`src/rtl/axi_lite_master_port_if.sv`:
```
// Purpose: bundles the core request/response side and the five AXI4-Lite
//          channels of axi_lite_master_port into one interface.
// Ports:   master modport = port view (drives AXI address/data/valids,
//          core responses); slave modport = core + AXI slave view.
interface axi_lite_master_port_if #(
  parameter int ADDR_WIDTH = 32,
  parameter int DATA_WIDTH = 32,
  parameter int CNT_WIDTH  = 16
);
  localparam int STRB_WIDTH = DATA_WIDTH / 8;

  // core request / response
  logic                  req_valid;
  logic                  req_ready;
  logic                  req_we;
  logic [ADDR_WIDTH-1:0] req_addr;
  logic [DATA_WIDTH-1:0] req_wdata;
  logic [STRB_WIDTH-1:0] req_wstrb;
  logic                  resp_valid;
  logic [DATA_WIDTH-1:0] resp_rdata;
  logic                  resp_err;
  logic [1:0]            resp_code;

  // AR / R
  logic [ADDR_WIDTH-1:0] axi_araddr;
  logic                  axi_arvalid;
  logic [2:0]            axi_arprot;
  logic                  axi_arready;
  logic [DATA_WIDTH-1:0] axi_rdata;
  logic [1:0]            axi_rresp;
  logic                  axi_rvalid;
  logic                  axi_rready;

  // AW / W / B
  logic [ADDR_WIDTH-1:0] axi_awaddr;
  logic                  axi_awvalid;
  logic [2:0]            axi_awprot;
  logic                  axi_awready;
  logic [DATA_WIDTH-1:0] axi_wdata;
  logic [STRB_WIDTH-1:0] axi_wstrb;
  logic                  axi_wvalid;
  logic                  axi_wready;
  logic [1:0]            axi_bresp;
  logic                  axi_bvalid;
  logic                  axi_bready;

  // status
  logic [CNT_WIDTH-1:0]  txn_count;
  logic [2:0]            debug_state;

  modport master (
    input  req_valid, req_we, req_addr, req_wdata, req_wstrb,
    output req_ready, resp_valid, resp_rdata, resp_err, resp_code,
    output axi_araddr, axi_arvalid, axi_arprot, input axi_arready,
    input  axi_rdata, axi_rresp, axi_rvalid, output axi_rready,
    output axi_awaddr, axi_awvalid, axi_awprot, input axi_awready,
    output axi_wdata, axi_wstrb, axi_wvalid, input axi_wready,
    input  axi_bresp, axi_bvalid, output axi_bready,
    output txn_count, debug_state
  );

  modport slave (
    output req_valid, req_we, req_addr, req_wdata, req_wstrb,
    input  req_ready, resp_valid, resp_rdata, resp_err, resp_code,
    input  axi_araddr, axi_arvalid, axi_arprot, output axi_arready,
    output axi_rdata, axi_rresp, axi_rvalid, input axi_rready,
    input  axi_awaddr, axi_awvalid, axi_awprot, output axi_awready,
    input  axi_wdata, axi_wstrb, axi_wvalid, output axi_wready,
    output axi_bresp, axi_bvalid, input axi_bready,
    input  txn_count, debug_state
  );
endinterface

```
`src/rtl/axi_lite_master_port.sv`:
```
// Purpose: turns single-beat core load/store requests into AXI4-Lite reads or
//          writes; misaligned requests complete with code 01 and no bus traffic.
// Latency: zero-wait slave gives accept N, valid N+1, data/resp N+2, resp_valid N+3.
// Backpressure: one transaction at a time; req_ready only in IDLE, every AXI
//          valid is held until its ready. All AXI outputs are registered.
// Ports: clk, rst (sync, active-high); bus = axi_lite_master_port_if.master.
module axi_lite_master_port #(
  parameter int         ADDR_WIDTH = 32,
  parameter int         DATA_WIDTH = 32,
  parameter logic [2:0] PROT       = 3'b000,
  parameter int         CNT_WIDTH  = 16
) (
  input logic                    clk,
  input logic                    rst,
  axi_lite_master_port_if.master bus
);
  localparam int STRB_WIDTH = DATA_WIDTH / 8;
  localparam int ALIGN_BITS = $clog2(STRB_WIDTH);

  localparam logic [2:0] S_IDLE    = 3'd0;
  localparam logic [2:0] S_RD_ADDR = 3'd1;
  localparam logic [2:0] S_RD_DATA = 3'd2;
  localparam logic [2:0] S_WR_REQ  = 3'd3;
  localparam logic [2:0] S_WR_RESP = 3'd4;
  localparam logic [2:0] S_RESP    = 3'd5;

  logic [2:0]            state_q,   state_d;
  logic [ADDR_WIDTH-1:0] addr_q,    addr_d;
  logic [DATA_WIDTH-1:0] wdata_q,   wdata_d;
  logic [STRB_WIDTH-1:0] wstrb_q,   wstrb_d;
  logic                  arvalid_q, arvalid_d;
  logic                  rready_q,  rready_d;
  logic                  awvalid_q, awvalid_d;
  logic                  wvalid_q,  wvalid_d;
  logic                  bready_q,  bready_d;
  logic                  aw_done_q, aw_done_d;
  logic                  w_done_q,  w_done_d;
  logic [DATA_WIDTH-1:0] rdata_q,   rdata_d;
  logic [1:0]            code_q,    code_d;
  logic                  err_q,     err_d;
  logic [CNT_WIDTH-1:0]  count_q,   count_d;

  // OKAY and EXOKAY both count as success; SLVERR/DECERR pass through.
  function automatic logic [1:0] map_resp(input logic [1:0] r);
    return r[1] ? r : 2'b00;
  endfunction

  logic misaligned;
  logic ar_hs, aw_hs, w_hs;
  logic aw_now, w_now;

  assign misaligned = |bus.req_addr[ALIGN_BITS-1:0];
  assign ar_hs      = arvalid_q & bus.axi_arready;
  assign aw_hs      = awvalid_q & bus.axi_awready;
  assign w_hs       = wvalid_q  & bus.axi_wready;
  // A channel counts as done if it finished earlier or finishes this cycle.
  assign aw_now     = aw_done_q | aw_hs;
  assign w_now      = w_done_q  | w_hs;

  always_comb begin
    state_d   = state_q;
    addr_d    = addr_q;
    wdata_d   = wdata_q;
    wstrb_d   = wstrb_q;
    arvalid_d = arvalid_q;
    rready_d  = rready_q;
    awvalid_d = awvalid_q;
    wvalid_d  = wvalid_q;
    bready_d  = bready_q;
    aw_done_d = aw_done_q;
    w_done_d  = w_done_q;
    rdata_d   = rdata_q;
    code_d    = code_q;
    count_d   = count_q;

    case (state_q)
      S_IDLE: begin
        if (bus.req_valid) begin
          addr_d  = bus.req_addr;
          wdata_d = bus.req_wdata;
          wstrb_d = bus.req_wstrb;
          if (misaligned) begin
            code_d  = 2'b01;
            state_d = S_RESP;
          end else if (bus.req_we) begin
            awvalid_d = 1'b1;
            wvalid_d  = 1'b1;
            aw_done_d = 1'b0;
            w_done_d  = 1'b0;
            state_d   = S_WR_REQ;
          end else begin
            arvalid_d = 1'b1;
            state_d   = S_RD_ADDR;
          end
        end
      end
      S_RD_ADDR: begin
        if (ar_hs) begin
          arvalid_d = 1'b0;
          rready_d  = 1'b1;
          state_d   = S_RD_DATA;
        end
      end
      S_RD_DATA: begin
        if (bus.axi_rvalid) begin
          rdata_d  = bus.axi_rdata;
          code_d   = map_resp(bus.axi_rresp);
          rready_d = 1'b0;
          state_d  = S_RESP;
        end
      end
      S_WR_REQ: begin
        if (aw_hs) awvalid_d = 1'b0;
        if (w_hs)  wvalid_d  = 1'b0;
        aw_done_d = aw_now;
        w_done_d  = w_now;
        if (aw_now && w_now) begin
          aw_done_d = 1'b0;
          w_done_d  = 1'b0;
          bready_d  = 1'b1;
          state_d   = S_WR_RESP;
        end
      end
      S_WR_RESP: begin
        if (bus.axi_bvalid) begin
          code_d   = map_resp(bus.axi_bresp);
          bready_d = 1'b0;
          state_d  = S_RESP;
        end
      end
      S_RESP: begin
        count_d = count_q + 1'b1;
        state_d = S_IDLE;
      end
      default: state_d = S_IDLE;
    endcase

    err_d = (code_d != 2'b00);
  end

  always_ff @(posedge clk) begin
    if (rst) begin
      state_q   <= S_IDLE;
      addr_q    <= '0;
      wdata_q   <= '0;
      wstrb_q   <= '0;
      arvalid_q <= 1'b0;
      rready_q  <= 1'b0;
      awvalid_q <= 1'b0;
      wvalid_q  <= 1'b0;
      bready_q  <= 1'b0;
      aw_done_q <= 1'b0;
      w_done_q  <= 1'b0;
      rdata_q   <= '0;
      code_q    <= 2'b00;
      err_q     <= 1'b0;
      count_q   <= '0;
    end else begin
      state_q   <= state_d;
      addr_q    <= addr_d;
      wdata_q   <= wdata_d;
      wstrb_q   <= wstrb_d;
      arvalid_q <= arvalid_d;
      rready_q  <= rready_d;
      awvalid_q <= awvalid_d;
      wvalid_q  <= wvalid_d;
      bready_q  <= bready_d;
      aw_done_q <= aw_done_d;
      w_done_q  <= w_done_d;
      rdata_q   <= rdata_d;
      code_q    <= code_d;
      err_q     <= err_d;
      count_q   <= count_d;
    end
  end

  assign bus.req_ready   = (state_q == S_IDLE);
  assign bus.resp_valid  = (state_q == S_RESP);
  assign bus.resp_rdata  = rdata_q;
  assign bus.resp_err    = err_q;
  assign bus.resp_code   = code_q;
  assign bus.axi_araddr  = addr_q;
  assign bus.axi_arvalid = arvalid_q;
  assign bus.axi_arprot  = PROT;
  assign bus.axi_rready  = rready_q;
  assign bus.axi_awaddr  = addr_q;
  assign bus.axi_awvalid = awvalid_q;
  assign bus.axi_awprot  = PROT;
  assign bus.axi_wdata   = wdata_q;
  assign bus.axi_wstrb   = wstrb_q;
  assign bus.axi_wvalid  = wvalid_q;
  assign bus.axi_bready  = bready_q;
  assign bus.txn_count   = count_q;
  assign bus.debug_state = state_q;
endmodule

```
`src/flat_wrapper.sv`:
```
// flat-port wrapper written by rule: the top's interface ports become plain ports
module axi_lite_master_port_flat 
#(
  parameter int         ADDR_WIDTH = 32,
  parameter int         DATA_WIDTH = 32,
  parameter logic [2:0] PROT       = 3'b000,
  parameter int         CNT_WIDTH  = 16
)
  (clk, rst, bus_req_valid, bus_req_we, bus_req_addr, bus_req_wdata, bus_req_wstrb, bus_req_ready, bus_resp_valid, bus_resp_rdata, bus_resp_err, bus_resp_code, bus_axi_araddr, bus_axi_arvalid, bus_axi_arprot, bus_axi_arready, bus_axi_rdata, bus_axi_rresp, bus_axi_rvalid, bus_axi_rready, bus_axi_awaddr, bus_axi_awvalid, bus_axi_awprot, bus_axi_awready, bus_axi_wdata, bus_axi_wstrb, bus_axi_wvalid, bus_axi_wready, bus_axi_bresp, bus_axi_bvalid, bus_axi_bready, bus_txn_count, bus_debug_state);
  axi_lite_master_port_if #(.ADDR_WIDTH(ADDR_WIDTH), .DATA_WIDTH(DATA_WIDTH), .CNT_WIDTH(CNT_WIDTH)) bus_i ();
  input logic clk;
  input logic rst;
  input wire logic [$bits(bus_i.req_valid)-1:0] bus_req_valid;
  input wire logic [$bits(bus_i.req_we)-1:0] bus_req_we;
  input wire logic [$bits(bus_i.req_addr)-1:0] bus_req_addr;
  input wire logic [$bits(bus_i.req_wdata)-1:0] bus_req_wdata;
  input wire logic [$bits(bus_i.req_wstrb)-1:0] bus_req_wstrb;
  output wire logic [$bits(bus_i.req_ready)-1:0] bus_req_ready;
  output wire logic [$bits(bus_i.resp_valid)-1:0] bus_resp_valid;
  output wire logic [$bits(bus_i.resp_rdata)-1:0] bus_resp_rdata;
  output wire logic [$bits(bus_i.resp_err)-1:0] bus_resp_err;
  output wire logic [$bits(bus_i.resp_code)-1:0] bus_resp_code;
  output wire logic [$bits(bus_i.axi_araddr)-1:0] bus_axi_araddr;
  output wire logic [$bits(bus_i.axi_arvalid)-1:0] bus_axi_arvalid;
  output wire logic [$bits(bus_i.axi_arprot)-1:0] bus_axi_arprot;
  input wire logic [$bits(bus_i.axi_arready)-1:0] bus_axi_arready;
  input wire logic [$bits(bus_i.axi_rdata)-1:0] bus_axi_rdata;
  input wire logic [$bits(bus_i.axi_rresp)-1:0] bus_axi_rresp;
  input wire logic [$bits(bus_i.axi_rvalid)-1:0] bus_axi_rvalid;
  output wire logic [$bits(bus_i.axi_rready)-1:0] bus_axi_rready;
  output wire logic [$bits(bus_i.axi_awaddr)-1:0] bus_axi_awaddr;
  output wire logic [$bits(bus_i.axi_awvalid)-1:0] bus_axi_awvalid;
  output wire logic [$bits(bus_i.axi_awprot)-1:0] bus_axi_awprot;
  input wire logic [$bits(bus_i.axi_awready)-1:0] bus_axi_awready;
  output wire logic [$bits(bus_i.axi_wdata)-1:0] bus_axi_wdata;
  output wire logic [$bits(bus_i.axi_wstrb)-1:0] bus_axi_wstrb;
  output wire logic [$bits(bus_i.axi_wvalid)-1:0] bus_axi_wvalid;
  input wire logic [$bits(bus_i.axi_wready)-1:0] bus_axi_wready;
  input wire logic [$bits(bus_i.axi_bresp)-1:0] bus_axi_bresp;
  input wire logic [$bits(bus_i.axi_bvalid)-1:0] bus_axi_bvalid;
  output wire logic [$bits(bus_i.axi_bready)-1:0] bus_axi_bready;
  output wire logic [$bits(bus_i.txn_count)-1:0] bus_txn_count;
  output wire logic [$bits(bus_i.debug_state)-1:0] bus_debug_state;
  assign bus_i.req_valid = bus_req_valid;
  assign bus_i.req_we = bus_req_we;
  assign bus_i.req_addr = bus_req_addr;
  assign bus_i.req_wdata = bus_req_wdata;
  assign bus_i.req_wstrb = bus_req_wstrb;
  assign bus_req_ready = bus_i.req_ready;
  assign bus_resp_valid = bus_i.resp_valid;
  assign bus_resp_rdata = bus_i.resp_rdata;
  assign bus_resp_err = bus_i.resp_err;
  assign bus_resp_code = bus_i.resp_code;
  assign bus_axi_araddr = bus_i.axi_araddr;
  assign bus_axi_arvalid = bus_i.axi_arvalid;
  assign bus_axi_arprot = bus_i.axi_arprot;
  assign bus_i.axi_arready = bus_axi_arready;
  assign bus_i.axi_rdata = bus_axi_rdata;
  assign bus_i.axi_rresp = bus_axi_rresp;
  assign bus_i.axi_rvalid = bus_axi_rvalid;
  assign bus_axi_rready = bus_i.axi_rready;
  assign bus_axi_awaddr = bus_i.axi_awaddr;
  assign bus_axi_awvalid = bus_i.axi_awvalid;
  assign bus_axi_awprot = bus_i.axi_awprot;
  assign bus_i.axi_awready = bus_axi_awready;
  assign bus_axi_wdata = bus_i.axi_wdata;
  assign bus_axi_wstrb = bus_i.axi_wstrb;
  assign bus_axi_wvalid = bus_i.axi_wvalid;
  assign bus_i.axi_wready = bus_axi_wready;
  assign bus_i.axi_bresp = bus_axi_bresp;
  assign bus_i.axi_bvalid = bus_axi_bvalid;
  assign bus_axi_bready = bus_i.axi_bready;
  assign bus_txn_count = bus_i.txn_count;
  assign bus_debug_state = bus_i.debug_state;
  axi_lite_master_port #(.ADDR_WIDTH(ADDR_WIDTH), .DATA_WIDTH(DATA_WIDTH), .PROT(PROT), .CNT_WIDTH(CNT_WIDTH)) u_core (.clk(clk), .rst(rst), .bus(bus_i));
endmodule
```
`config.mk`:
```
export PLATFORM = sky130hd
export DESIGN_NAME = axi_lite_master_port_flat
export DESIGN_NICKNAME = d
export VERILOG_FILES = /design/src/rtl/axi_lite_master_port_if.sv /design/src/rtl/axi_lite_master_port.sv /design/src/flat_wrapper.sv
export SDC_FILE = /design/constraint.sdc
export NUM_CORES = 1
export LEC_CHECK = 0
export ABC_CLOCK_PERIOD_IN_PS = 2000
export CAP_MARGIN = 10
export CORE_UTILIZATION = 39
export CTS_CLUSTER_DIAMETER = 30
export DETAILED_ROUTE_END_ITERATION = 10
export PLACE_DENSITY_LB_ADDON = 0.12
export SLEW_MARGIN = 20
export SYNTH_ARGS = -nofsm -noshare
export SYNTH_HDL_FRONTEND = slang
export SYNTH_SLANG_ARGS = --single-unit
```
`constraint.sdc`:
```
create_clock -name clk -period 2 [get_ports clk]
set_input_delay 0.6 -clock clk [delete_from_list [all_inputs] [get_ports clk]]
set_output_delay 0.6 -clock clk [all_outputs]
set_load 0.02 [all_outputs]
```
==> out/metrics.yaml, run 1 <==
vias: 5224
yosysSeqAreaShare: 0.502
grt_pass1_vias: 4815
clock-skew-final_ns: 0.00757
track_usage: 0.225
cpLargestDelayFamily: "buffers and inverters"
postCtsHoldBufs: 0
dp_hpwl_um: 11500
utilization: 0.680
worst_pin_slew_ns: 0.580
clk_path_buf_depth: 2
num-fill-cells: 1089
setup_tns_ns: 0
worst_ir_drop_vdd_mv: 0.616
htreeDepth: 4
cts_num_sinks: 129
synthArstFlopShare: 0
p_leak_nw: 4.54
cts_tree: "yes"
rsz0062_at_grt: "no"
synth-seq-cells: 129
synth_top_area_share: 0.502
wl_per_cell_um: 15.1
final_nets: 1007
via_per_inst: 4.85
dieHeight_um: 117
insertion_delay_ns: 0.42
dp_slack_ns: -0.560
whs_ns: 0.451
start_util: 0.405
drc_errors: 0
gp_congestion: 0.731
ys_warn_count: 0
io_buffers: 273
syn_area_sq_um: 5150
drive_gt1_frac: 0.0850
status: "finished, final reports clean"
ys_top_cells_by_area: "dfxtp_1 (50%), nand2_1 (15%), a21oi_1 (11%)"
cp.required_ns: 1.40
die-area_sq_um: 13700
path_max_fanout: 2
antenna_left: 0
root_buffer: "clkbuf_16"
drt_first_pass_iters: 4
syn_avg_cell_area_sq_um: 7.91
min_period_ns: 1.97
area_growth_pct: 68.0
finalCritPeriodShare: 0.985
grt_max_degree: 79
report.final.setup_viol: 0
hp-class: "flip-flop to flip-flop"
syn_inst: 651
yosysUniqueCellTypes: 50
synth-edff-count: 0
antenna_cells: 0
fp.coreArea_sq_um: 12700
critical_path_class: "flip-flop to output port"
die_x_um: 117
clk_pin_slew_ns: 0.05
drtIter0Drc: 314
maxSlewViolCount: 0
antenna_found_initial: 0
slowest_delay_ns: 0.63
row_count: 41
gr-total-overflow: 0
fmax_mhz: 507
critPathBufInv: 1
postCtsSetupRepairBufs: 0
endpoint_kind: "output port"
path_cells: "clkdlybuf4s50_1"
grt_pass1_wl_um: 23500
start_kind: "flip-flop"
dp.cells: 1046
synth_ff_type: "dfxtp_1"
cp.arrival_ns: 1.37
routed_wirelength_um: 16200
yosysTopAreaCell: "dfxtp_1"
power_density_nw_per_um2: 1120
maxSlewHeadroom: 0.610
io_pins: 280
crit_slowest_cell: "clkdlybuf4s50_1"
final_cells: 1078
worst_slack_ns: 0.0291
drv_cap: 0
synth.top_cells.by_count: "nand2_1 (209), dfxtp_1 (129), a21oi_1 (112)"
cts-buffers-inserted: 17
yosys.cell_count.top_type: "nand2_1"
final_hold_viol_count: 0
per-stage QoR:
step	power (W)	cell area [sq um]
2_1_floorplan	0.00518	5170
3_3_place_gp	0.00659	7900
3_5_place_dp	0.00669	7900
4_1_cts	0.00981	8470
5_1_grt	0.0102	8650
6_report	0.00970	8650
state kept, by name (all words and copies together), names as in the netlist, 2 cells and up:
name	flops
u_core.bus.txn_count	16
u_core.bus.axi_wdata	32
u_core.bus.axi_wstrb	4
u_core.bus.debug_state	3
u_core.bus.axi_araddr	32
u_core.bus.resp_rdata	32
u_core.bus.resp_code	2
final timing paths:
check | end | cells past startpoint | slack [ns] | from
worst min register to register | u_core.bus.axi_rready$_SDFFE_PP0P_ | 2 | 0.45 | u_core.bus.axi_rready$_SDFFE_PP0P_
worst max-delay path | bus_resp_rdata[28] | 1 | 0.03 | u_core.bus.resp_rdata[28]$_SDFFE_PP0P_
worst min-delay path | u_core.bus.axi_rready$_SDFFE_PP0P_ | 2 | 0.45 | u_core.bus.axi_rready$_SDFFE_PP0P_
worst max register to register | u_core.bus.txn_count[13]$_SDFFE_PP0P_ | 5 | 0.17 | u_core.bus.debug_state[1]$_SDFFE_PP0P_
per-layer routing:
| layer | GRT usage | vias up | part of all wire |
|---|---|---|---|
| met3 | 0.0762 | 25 | 0.087 |
| met4 | 0.0970 | 0 | 0.019 |
| li1 | - | 2590 | - |
| met1 | 0.240 | 2403 | 0.38 |
| met5 | 0 | - | 0 |
| met2 | 0.406 | 206 | 0.51 |
area by class of cell:
class                      instances  area [sq um]  share of cell area
inverter                           9          33.8             0.00391
clock inverter                     9           128              0.0148
tap                              172           215              0.0249
multi-input combinational        436          2120               0.245
sequential                       129          2580               0.299
timing repair buffer             300          3070               0.355
clock buffer                      23           498              0.0576
tightest hold or removal path: stages, from the launching register on:
cell and delay, ns:
dfxtp_1 0.30, nand2_1 0.05, a21oi_1 0.05
power by group:
part | switching (W) | leakage [nW] | total (W) | internal, W
Sequential | 0.000225 | 1.05 | 0.00317 | 0.00294
Combinational | 0.00190 | 3.19 | 0.00331 | 0.00141
Clock | 0.00110 | 0.301 | 0.00322 | 0.00212
layout by cell type (no fill, tap or decap), types with 2 or more instances in the layout:
master             n
dlymetal6s2s_1    71
a32o_1             2
nand3b_1           2
nor2b_1            2
nand3_1           11
nor3_1             3
a21oi_1          112
clkdlybuf4s15_2    3
and3_1             2
buf_4             26
xnor2_1            4
o21ai_0            6
nor2_1            21
clkinvlp_4         3
dfxtp_1          127
xor2_1             5
or2_2              2
or3_1              3
bufinv_16          3
nand2b_1           2
inv_1              9
clkbuf_8           5
clkinv_2           3
dfxtp_2            2
conb_1             6
nand2_1          209
nor4_1             2
clkbuf_16         17
and4_1             2
nand4_1            8
buf_12             2
a31o_2             2
mux2_2             2
clkdlybuf4s50_1  148
dlygate4sd2_1     49
or4_1              2
timing repair:
action                     CTS  global route
setup endpoints to repair   58            79
pin swaps                    0             0
gates resized for setup     63            75
cells by family (layout without fill, tap and decap cells):
family,after synthesis,in the layout,synth area share
xor gates and xnor gates,9,9,0.0153
other,1,6,0.000729
AOI/OAI and AO/OA,136,136,0.143
muxes,3,3,0.00632
buffers and inverters,91,341,0.0970
adders and majority gates,1,1,0.00243
DFF,129,129,0.502
and+or+nand+nor,281,281,0.234
Note: power is estimated with default switching activity, not from simulation.
==> inputs of run 2 (changes only) <==
CORE_MARGIN = 1.5   (was not set)
PLACE_DENSITY = 0.8   (was not set)
PLACE_DENSITY_LB_ADDON = not set   (was 0.12)
RECOVER_POWER = 25   (was not set)
==> run 2 against run 1 <==
  * Worst hold slack worse by 0.033 ns
  * Critical path depth unchanged
  * Critical path type unchanged
  * Combinational power decreased by 3%
  * Sequential share of layout area is 1.4 points higher
  * Largest cell class unchanged
  * Sequential power is essentially flat
  * Via count is 0.75% higher
  * Maximum frequency is essentially flat
  * Register-to-register slack got worse by 0.05 ns
  * Global-route usage shrank 0.12 points
  * Cell area down 4.5%
  * Flip-flop and latch count is the same
  * Critical endpoint is now bus_axi_awaddr[26]
==> out/metrics.yaml, run 2 (synthesized netlist as in run 1, its figures left out) <==
start_util: 0.403  # -0.00162
cp.required_ns: 1.40  # about the same
via_per_inst: 4.90  # +1.2%
path_max_fanout: 3  # +1
cts_num_sinks: 129  # unchanged
slowest_delay_ns: 0.61  # -0.02 ns
endpoint_kind: "output port"
p_leak_nw: 3.88  # -15%
die_x_um: 118  # +0.86%
clk_path_buf_depth: 2  # unchanged
hp-class: "input pin to flip-flop"
io_pins: 280  # unchanged
antenna_cells: 0  # unchanged
grt_pass1_vias: 4916  # +2.1%
critPathBufInv: 1  # unchanged
cp.arrival_ns: 1.37  # about the same
cpLargestDelayFamily: "buffers and inverters"
gr-total-overflow: 0  # unchanged
htreeDepth: 4  # unchanged
vias: 5263  # +0.75%
die-area_sq_um: 13900  # +1.7%
cts-buffers-inserted: 17  # unchanged
io_buffers: 273  # unchanged
postCtsHoldBufs: 0  # unchanged
maxSlewViolCount: 0  # unchanged
power_density_nw_per_um2: 1120  # -0.51%
dieHeight_um: 118  # +0.86%
track_usage: 0.224  # -0.00122
cts_tree: "yes"
finalCritPeriodShare: 0.986  # about the same
drc_errors: 0  # unchanged
fmax_mhz: 507  # about the same
total_power_w: 0.00921  # -5.0%
insertion_delay_ns: 0.42  # about the same
layout_common_cells: "nand2_1 (209), clkdlybuf4s50_1 (145), dfxtp_1 (126)"
fp.coreArea_sq_um: 12800  # +0.40%
whs_ns: 0.418  # -0.0327 ns
min_period_ns: 1.97  # +0.00122 ns
worst_pin_slew_ns: 0.688  # +0.109 ns
final_nets: 1006  # -0.099%
row_count: 41  # unchanged
maxSlewHeadroom: 0.541  # -0.0688
grt_pass1_wl_um: 24900  # +6.0%
grt_max_degree: 88  # +11%
drt_first_pass_iters: 4  # unchanged
final_common_cell: "nand2_1"
dp.cells: 1045  # -0.096%
report.final.setup_viol: 0  # unchanged
clock-skew-final_ns: 0.00898  # +0.00141 ns
drive_gt1_frac: 0.0777  # -0.00730
final_hold_viol_count: 0  # unchanged
clk_pin_slew_ns: 0.05  # about the same
antenna_left: 0  # unchanged
worst_ir_drop_vdd_mv: 0.632  # +2.6%
wl_per_cell_um: 14.7  # -2.2%
dp_hpwl_um: 11000  # -4.4%
final_cells: 1073  # -0.46%
crit_slowest_cell: "clkdlybuf4s50_1"
gp_congestion: 0.833  # +14%
status: "finished, final reports clean"
drv_cap: 0  # unchanged
root_buffer: "clkbuf_16"
start_kind: "flip-flop"
path_cells: "clkdlybuf4s50_1"
drtIter0Drc: 316  # +0.64%
antenna_found_initial: 0  # unchanged
critical_path_class: "flip-flop to output port"
area_growth_pct: 60.4
routed_wirelength_um: 15800  # -2.6%
-- run 2: cell types whose count changed in the layout (fill, tap and decap cells not counted), sizes merged --
cell	before	now
clkbuf	24	65
buf	28	26
clkdlybuf4s15	3	2
dlygate4sd2	49	43
clkinv	3	1
dlymetal6s2s	71	42
bufinv	3	0
clkdlybuf4s50	148	145
-- run 2: final timing paths --
check                                                            start                                    end  slack, ns  depth (start not counted)
worst max-delay path            u_core.bus.axi_araddr[26]$_SDFFE_PP0P_                     bus_axi_awaddr[26]       0.03                          1
worst min-delay path                                               rst     u_core.bus.axi_bready$_SDFFE_PP0P_       0.42                          2
worst max register to register  u_core.bus.debug_state[1]$_SDFFE_PP0P_  u_core.bus.txn_count[15]$_SDFFE_PP0P_       0.12                          5
worst min register to register    u_core.bus.axi_wdata[2]$_SDFFE_PP0P_   u_core.bus.axi_wdata[2]$_SDFFE_PP0P_       0.45                          2
-- run 2: layout make-up --
cell class	count	area, sq um
timing repair buffer	299	2770
clock buffer	24	512
multi-input combinational	436	2110
fill	1074	4520
inverter	9	33.8
sequential	129	2590
clock inverter	4	27.5
tap	172	215
-- run 2: metrics by stage --
stage / utilization / TNS [ns] / cell area (sq um) / worst slack [ns]
after floorplan: - / 0 / 5170 / 0.166
after global placement: 0.620 / -26.50 / 7930 / -0.452
after detailed placement: 0.620 / -27.78 / 7930 / -0.436
after CTS: 0.659 / -0.0299 / 8420 / -0.0116
after global routing: 0.646 / -0.0445 / 8260 / -0.0280
final: 0.646 / 0 / 8260 / 0.0279
-- run 2: report_power, final --
group	internal, W	switching (W)	leakage, nW
registers	0.00295	0.000237	1.05
logic	0.00133	0.00189	2.57
clock network	0.00175	0.00106	0.258
-- run 2: timing repair --
action | in CTS | in global routing
resized for setup | 58 | 84
endpoints found under the setup margin | 50 | 125
setup buffers | 0 | 0
-- run 2: per-layer routing --
metal / global-route usage / wire [um] / share of wire / vias up
li1: - / - / - / 2589
met1: 0.247 / 6230 / 0.39 / 2428
met4: 0.0953 / 404 / 0.026 / 0
met3: 0.0809 / 1290 / 0.082 / 32
met5: 0 / 0 / 0 / -
met2: 0.387 / 7890 / 0.50 / 214
